===== config.mk =====
export PLATFORM = sky130hd
export DESIGN_NAME = fsm5_flat
export DESIGN_NICKNAME = d
export VERILOG_FILES = /design/src/rtl/fsm5_if.sv /design/src/rtl/fsm5.sv /design/src/flat_wrapper.sv
export SDC_FILE = /design/constraint.sdc
export NUM_CORES = 1
export LEC_CHECK = 0
export CORE_AREA = 2 2 39 41
export CTS_CLUSTER_SIZE = 10
export DETAILED_ROUTE_END_ITERATION = 12
export DIE_AREA = 0 0 41 43
export GPL_TIMING_DRIVEN = 0
export PLACE_DENSITY = 0.34
export RECOVER_POWER = 100
export SETUP_SLACK_MARGIN = 0.4
export SYNTH_ARGS = -nofsm -noshare
export SYNTH_HDL_FRONTEND = slang
export SYNTH_SLANG_ARGS = --single-unit

===== constraint.sdc =====
create_clock -name clk -period 1.1 [get_ports clk]
set_input_delay 0.11 -clock clk [delete_from_list [all_inputs] [get_ports clk]]
set_output_delay 0.11 -clock clk [all_outputs]
set_load 0.005 [all_outputs]

===== src/rtl/fsm5_if.sv =====
// fsm5_if: serial-detector connection bundle.
//   seq  - serial data bit driven toward the detector
//   dout - one-cycle detect flag returned by the detector
// Modports: master drives seq and observes dout; slave is the detector side.
interface fsm5_if;
    logic seq;
    logic dout;

    modport master (output seq, input dout);
    modport slave  (input seq, output dout);
endinterface


===== src/rtl/fsm5.sv =====
// fsm5: Moore detector for the serial pattern 1-0-1-1 (first bit first).
// Ports:
//   clk  - system clock, all updates on the rising edge
//   rst  - synchronous active-high reset, returns to S0 and clears dout
//   bus  - fsm5_if slave: seq (serial bit in), dout (high while in DETECT)
// OVERLAP=1 lets the tail of a match seed the next one; OVERLAP=0 restarts
// after each match.
module fsm5 #(
    parameter bit OVERLAP = 1'b1
) (
    input  logic   clk,
    input  logic   rst,
    fsm5_if.slave  bus
);

    localparam int unsigned STATE_W = 3;

    typedef enum logic [STATE_W-1:0] {
        S0 = 3'b000,
        S1 = 3'b001,
        S2 = 3'b010,
        S3 = 3'b011,
        S4 = 3'b100
    } state_t;

    state_t state;
    state_t state_next;
    logic   dout_q;

    // State register; dout is registered alongside it, decoded from the
    // next state so it is high exactly while state == S4.
    always_ff @(posedge clk) begin
        if (rst) begin
            state  <= S0;
            dout_q <= 1'b0;
        end else begin
            state  <= state_next;
            dout_q <= (state_next == S4);
        end
    end

    // Next-state logic
    always_comb begin
        state_next = S0;
        case (state)
            S0: state_next = bus.seq ? S1 : S0;
            S1: state_next = bus.seq ? S1 : S2;
            S2: state_next = bus.seq ? S3 : S0;
            S3: state_next = bus.seq ? S4 : S2;
            // After a match the trailing "1" can be reused as the head of
            // "10" only in overlapping mode.
            S4: begin
                if (bus.seq)
                    state_next = S1;
                else
                    state_next = OVERLAP ? S2 : S0;
            end
            // Unused encodings recover to S0.
            default: state_next = S0;
        endcase
    end

    assign bus.dout = dout_q;

endmodule


===== src/flat_wrapper.sv =====
// flat-port wrapper written by rule: the top's interface ports become plain ports
module fsm5_flat 
#(
    parameter bit OVERLAP = 1'b1
)
  (clk, rst, bus_seq, bus_dout);
  fsm5_if bus_i ();
  input  logic clk;
  input  logic rst;
  input wire logic [$bits(bus_i.seq)-1:0] bus_seq;
  output wire logic [$bits(bus_i.dout)-1:0] bus_dout;
  assign bus_i.seq = bus_seq;
  assign bus_dout = bus_i.dout;
  fsm5 #(.OVERLAP(OVERLAP)) u_core (.clk(clk), .rst(rst), .bus(bus_i));
endmodule

==> results.md, run 1 <==
* Die Height at 43 µm
* Final Hold Viols at 0
* Post-synth ARST share at 0%
* DRT met1 WL at 167 µm
* Number of global-route vias before repair at 144
* Share of cells above drive strength 1 at 64.00%
* WL met2 at 214 µm
* Cell Pwr Density at 1237 nW/µm²
* NumNets Final at 30
* Post-route minimum period at 1071 ps
* Setup TNS at 0 ps
* Clk_skew at 1.325 ps
* Endpoints failing setup at 0
* Largest net degree at the start of global routing at 6
* P&R area growth vs syn at 94.17%
* Period utilisation layout at 97.39%
* Final HPWL DP at 197.2 µm
* Top-area cell type share of the netlist area at 53.33%
* Top cells by count, synth: 4 x dfxtp_1, 2 x nor3_1
* DR pass1 iterations at 2
* Synth area leader: dfxtp_1
* Die area at 1763 µm²
* Clk slew on worst S/H paths at 40 ps
* Synthesized area at 150.1 µm²
* DRT Wirelength at 406 µm
* 1st-iter DRT viols at 2
* Post-CTS Hold Fix Bufs at 0
* Synthesis Warnings at 0
* CP Capture Type: flip-flop
* Distinct cells, synth at 10
* Total GRT Usage at 5.010%
* Leakage power figure at 0.0001139 µW
* Post-Syn Nets at 17
* Global-route wire length before repair at 579 µm
* Site Rows at 14
* Most frequent cell after synthesis: dfxtp_1
* Fin area at 291.5 µm²
* RR Startpoint: u_core.state[2]
* Core area at 1384 µm²
* Final cell count without fillers at 41
* Clk pwr share at 50.8%
* CTS HTree Levels at 1
* Min-Delay Path Depth at 3
* Min-Delay Path Class: in -> reg
* Initial Utilization at 10.85%
* Number of synthesized flops with an enable pin at 0
* Post-synthesis sequential area ratio at 53.33%
* Syn_area_per_cell at 10.72 µm²
* RSZ-0062 raised after global routing: yes
* Clock root buffer: clkbuf_4
* Average routed wire per standard cell at 9.902 µm
* Hold endpoint: u_core.state[0]
* Combinational share of power at 6.4%
* Top Layer Used: met3
* Type of origin of the critical path: flip-flop
* GRT overflow at 0
* Antenna violations before repair at 0
* Fin util at 21.07%
* Slew @ Worst Pin at 177.6 ps
* FF-to-FF path depth at 2
* Internal Power at 286.9 µW
* Chip width at 41 µm
* Fin. max-slew vios at 0
* Max clock buf depth at 2
* Dpl cells at 33
* Hold_sp: bus_seq
* DRC viols at 0
* Worst path arrival time at 1220 ps
* CP Class: reg -> reg
* WL met3 at 23 µm
* Main synth FF type: dfxtp_1
* Sw Share at 20.43%
* Psw at 73.67 µW
* CTS tree: built
* Outcome: complete, no violations
* Cell Area, Placed at 203.9 µm²
* Clock net sink count at 4
* Critical Path RT at 1250 ps
* Slew Limit Headroom at 88.07%
* IO buf count at 3
* Worst skew pair latency at 230 ps
* Max-cap viol count at 0
* Routed vias/inst at 3.732
* # IOs at 4
* Total CTS buffers at 3
* GPL Wtd Cong at 0.6234
* Mapped Cells at 14
* Peak VDD IR at 174.9 µV
* Flop pwr share at 42.8%
* Worst-path fanout max at 4
* Synthesized flop and latch total at 4
* Ant. Diodes at 0
* Final ANT Viol Nets at 0
* Reg2Reg Setup Slack at 30 ps
* Vias at 153
* Crit Reg-Reg Endpoint: u_core.state[1]
* Fmax at 933.5 MHz
* Synth area leaders: dfxtp_1 53%, or4bb_1 7.5%, maj3_1 6.7%
critical path, cell delays in order (launching register included):
cell and delay, ps:
dfxtp_2 330, or4bb_1 480, a31oi_1 180
worst max-delay path by stage:
stage | startpoint | to | slack [ps] | depth (start not counted)
2_1_floorplan | u_core.state[0] | u_core.state[1] | 80 | 2
3_3_place_gp | bus_seq | u_core.state[1] | -170 | 3
3_5_place_dp | bus_seq | u_core.state[1] | -220 | 3
4_1_cts | u_core.state[2] | u_core.state[1] | 50 | 2
5_1_grt | u_core.state[0] | u_core.state[1] | -20 | 2
6_report | u_core.state[2] | u_core.state[1] | 30 | 2
through the flow:
stage	power (µW)	hold WS (ps)	worst slack, ps
floorplan	162.7	172.0	84.88
global placement	172.4	444.5	-173.4
detailed placement	173.4	459.7	-217.3
CTS	366.5	330.1	45.38
global route	377.4	385.7	-15.97
finish	360.6	358.1	28.76
layout by cell type, fill, tap and decap left out:
| cell type | n |
|---|---|
| dfxtp_2 | 3 |
| dfxtp_1 | 1 |
| buf_2 | 1 |
| maj3_2 | 1 |
| nand2_1 | 1 |
| clkbuf_4 | 3 |
| a31oi_1 | 1 |
| nor3_1 | 1 |
| or4bb_1 | 1 |
| or4b_1 | 1 |
| nor3_4 | 1 |
| dlygate4sd2_1 | 1 |
| nor2_1 | 1 |
| nand2b_2 | 1 |
| clkdlybuf4s50_1 | 1 |
| or3b_2 | 1 |
| buf_6 | 5 |
final cells by class:
| type | count | area (µm²) |
|---|---|---|
| timing repair buffer | 8 | 80.08 |
| clock buffer | 3 | 22.52 |
| tap | 16 | 20.02 |
| fill | 158 | 1092 |
| multi-input combinational | 10 | 85.08 |
| sequential | 4 | 83.83 |
state kept, by name, summed over array words and instances, names as in the netlist:
| name | cells |
|---|---|
| u_core.state | 3 |
| u_core.bus.dout | 1 |
power groups by stage:
| stage | combinational, µW | clock (µW) | sequential (µW) |
|---|---|---|---|
| final | 23.0 | 183 | 154 |
| after global routing | 25.2 | 197 | 155 |
| after CTS | 20.2 | 192 | 154 |
| after detailed placement | 17.0 | 0 | 156 |
| after global placement | 16.2 | 0 | 156 |
| after floorplan | 7.42 | 0 | 155 |
metal layers:
layer,GRT usage [%],vias up
li1,-,75
met2,6.250,4
met3,1.571,0
met4,4.000,0
met1,6.709,74
met5,0,-
logic make-up after synthesis:
kind of cell,share of synthesized area (%)
AND/OR/NAND/NOR,35.83
AO/OA/AOI/OAI,4.169
flip-flops,53.34
adder cells (fa/ha/maj),6.667
timing repair:
item,CTS,global route
pin swaps,4,2
cloned,0,0
setup endpoints to repair,5,5
resized for setup,7,10
setup buffers,3,2
Note: power is estimated with default switching activity, not from simulation.
==> run 2: changes to the inputs <==
--- a/config.mk
+++ b/config.mk
@@ -10,7 +10,7 @@
 export DETAILED_ROUTE_END_ITERATION = 12
 export DIE_AREA = 0 0 41 43
 export GPL_TIMING_DRIVEN = 0
-export PLACE_DENSITY = 0.34
+export PLACE_DENSITY_LB_ADDON = 0.1
 export RECOVER_POWER = 100
 export SETUP_SLACK_MARGIN = 0.4
 export SYNTH_ARGS = -nofsm -noshare
==> run 2 against run 1 <==
Final cell count fell by 7.3%. Die area is the same. Hold slack got worse by 23 ps. Wire length shrank 17%. Clock-buffer cell count did not move. Final area fell by 18%. Largest power group unchanged. Sequential power barely moved. Largest cell class is now sequential cells. Flip-flop and latch count stayed put. Via count decreased by 4.6%. Worst setup slack better by 38 ps. Power down 0.11%. Utilization decreased by 3.9 points.
==> results.md, run 2 (synthesis results as in run 1) <==
* Share of cells above drive strength 1 at 40.91% (-23 points)
* Max clock buf depth at 2 (unchanged)
* Die Height at 43 µm (unchanged)
* Antenna violations before repair at 0 (unchanged)
* Endpoints failing setup at 0 (unchanged)
* Flop pwr share at 42.5% (-0.3 points)
* CTS tree: built
* Total GRT Usage at 6.613% (+1.6 points)
* Clock root buffer: clkbuf_4
* Fin area at 237.7 µm² (-18%)
* Die area at 1763 µm² (unchanged)
* Slew @ Worst Pin at 181.1 ps (+3.550 ps)
* Post-route minimum period at 1033 ps (-38.47 ps)
* DRC viols at 0 (unchanged)
* Max-cap viol count at 0 (unchanged)
* NumNets Final at 27 (-10%)
* Biggest register: u_core.state
* Combinational share of power at 6.5% (about the same)
* GRT overflow at 0 (unchanged)
* Slew Limit Headroom at 87.93% (-0.15 points)
* Internal Power at 286.8 µW (about the same)
* Most frequent cells in the layout: 3 x clkbuf_4, 3 x dfxtp_2, 2 x nor3_1, 2 x clkbuf_1
* Worst path arrival time at 1190 ps (-30 ps)
* Core area at 1384 µm² (unchanged)
* Setup TNS at 0 ps (unchanged)
* IO buf count at 3 (unchanged)
* Hold_ws at 334.6 ps (-23.47 ps)
* Cell Pwr Density at 1515 nW/µm² (+23%)
* Routed vias/inst at 3.842 (+3.0%)
* CP Capture Type: flip-flop
* CP Class: reg -> reg
* Critical Path RT at 1260 ps (about the same)
* RSZ-0062 raised after global routing: yes
* Type of origin of the critical path: flip-flop
* Clk_skew at 2.755 ps (+1.430 ps)
* GPL Wtd Cong at 0.5875 (-5.8%)
* Global-route wire length before repair at 600 µm (+3.6%)
* Chip width at 41 µm (unchanged)
* Max reg flops at 3 (unchanged)
* Period utilisation layout at 93.89% (-3.5 points)
* Vias at 146 (-4.6%)
* Leakage power figure at 0.00008672 µW (-24%)
* DR pass1 iterations at 2 (unchanged)
* Final WS setup at 67.23 ps (+38.47 ps)
* Number of global-route vias before repair at 145 (+0.69%)
* Final Hold Viols at 0 (unchanged)
* Worst skew pair latency at 230 ps (about the same)
* Total CTS buffers at 3 (unchanged)
* Largest net degree at the start of global routing at 7 (+1)
* Initial Utilization at 10.85% (unchanged)
* Clk slew on worst S/H paths at 40 ps (about the same)
* Fin util at 17.18% (-3.9 points)
* Outcome: complete, no violations
* Psw at 73.37 µW (-0.40%)
* Average routed wire per standard cell at 8.921 µm (-9.9%)
* P&R area growth vs syn at 58.33%
* Min-Delay Path Class: in -> reg
* Peak VDD IR at 394.6 µV (+130%)
* Ant. Diodes at 0 (unchanged)
* # IOs at 4 (unchanged)
* Pre-CTS setup slack at -204.6 ps (+12.71 ps)
* Clk pwr share at 51.0% (+0.2 points)
* Fill cells at 164 (+3.8%)
* Cell Area, Placed at 203.9 µm² (unchanged)
* Clock net sink count at 4 (unchanged)
* Sw Share at 20.37% (-0.061 points)
* Fin. max-slew vios at 0 (unchanged)
* Fmax at 968.3 MHz (+3.7%)
* Final ANT Viol Nets at 0 (unchanged)
* CTS HTree Levels at 1 (unchanged)
* Site Rows at 14 (unchanged)
* 1st-iter DRT viols at 1 (-1)
* Worst-path fanout max at 3 (-1)
* DRT Wirelength at 339 µm (-17%)
* Post-CTS Hold Fix Bufs at 0 (unchanged)
[run 2: cell count changes in the layout (fill, tap and decap cells not counted), sizes merged]
cell / delta
buf: -5
clkbuf: +2
[run 2: power by group through the flow]
stage | Clock (µW) | Sequential [µW] | Combinational [µW]
2_1_floorplan | 0 | 155 | 7.42
3_3_place_gp | 0 | 157 | 17.0
3_5_place_dp | 0 | 157 | 17.3
4_1_cts | 197 | 154 | 26.4
5_1_grt | 212 | 153 | 26.2
6_report | 184 | 153 | 23.2
[run 2: layer usage]
| layer | GRT usage (%) | share of wire [%] | vias up |
|---|---|---|---|
| met2 | 6.563 | 42 | 5 |
| met3 | 6.283 | 5.0 | 2 |
| li1 | - | - | 70 |
| met4 | 10.00 | 5.6 | 0 |
| met1 | 5.751 | 47 | 69 |
| met5 | 0 | 0 | - |
[run 2: path summary, 6_finish.rpt]
kind	from	end	slack, ps	cells past startpoint
worst max register to register	u_core.state[1]	u_core.state[1]	70	2
worst max-delay path	u_core.state[1]	u_core.state[1]	70	2
worst min-delay path	bus_seq	u_core.state[0]	330	3
worst min register to register	u_core.state[2]	u_core.state[2]	460	1
[run 2: timing repair]
action	CTS	global route
cloned	0	0
setup endpoints to repair	5	5
pin swaps	4	1
resized for setup	5	3
buffers inserted	2	0
[run 2: cell type report]
type                    count  area [µm²]  area share (%)
multi-input cells          10       77.57           32.63
clock buffers               3       22.52           9.474
flip-flops and latches      4       83.83           35.26
repair buffers              5       33.78           14.21
well taps                  16       20.02           8.421
[run 2: critical path: stages (launching register included)]
cell	delay, ps
dfxtp_2	310
or4b_1	490
a31oi_1	160
[run 2: per-stage QoR]
stage          total power, µW  instances
2_1_floorplan            162.7         14
3_3_place_gp             173.7         33
3_5_place_dp             173.9         33
4_1_cts                  376.8         38
5_1_grt                  391.0         38
6_report                 360.2         38
==> run 3: changes to the inputs <==
--- a/config.mk
+++ b/config.mk
@@ -6,6 +6,7 @@
 export NUM_CORES = 1
 export LEC_CHECK = 0
 export CORE_AREA = 2 2 39 41
+export CTS_BUF_LIST = sky130_fd_sc_hd__clkbuf_4 sky130_fd_sc_hd__clkbuf_8
 export CTS_CLUSTER_SIZE = 10
 export DETAILED_ROUTE_END_ITERATION = 12
 export DIE_AREA = 0 0 41 43
==> results of run 3 <==
The final DEF is identical to that of run 2; final timing and power are the same.
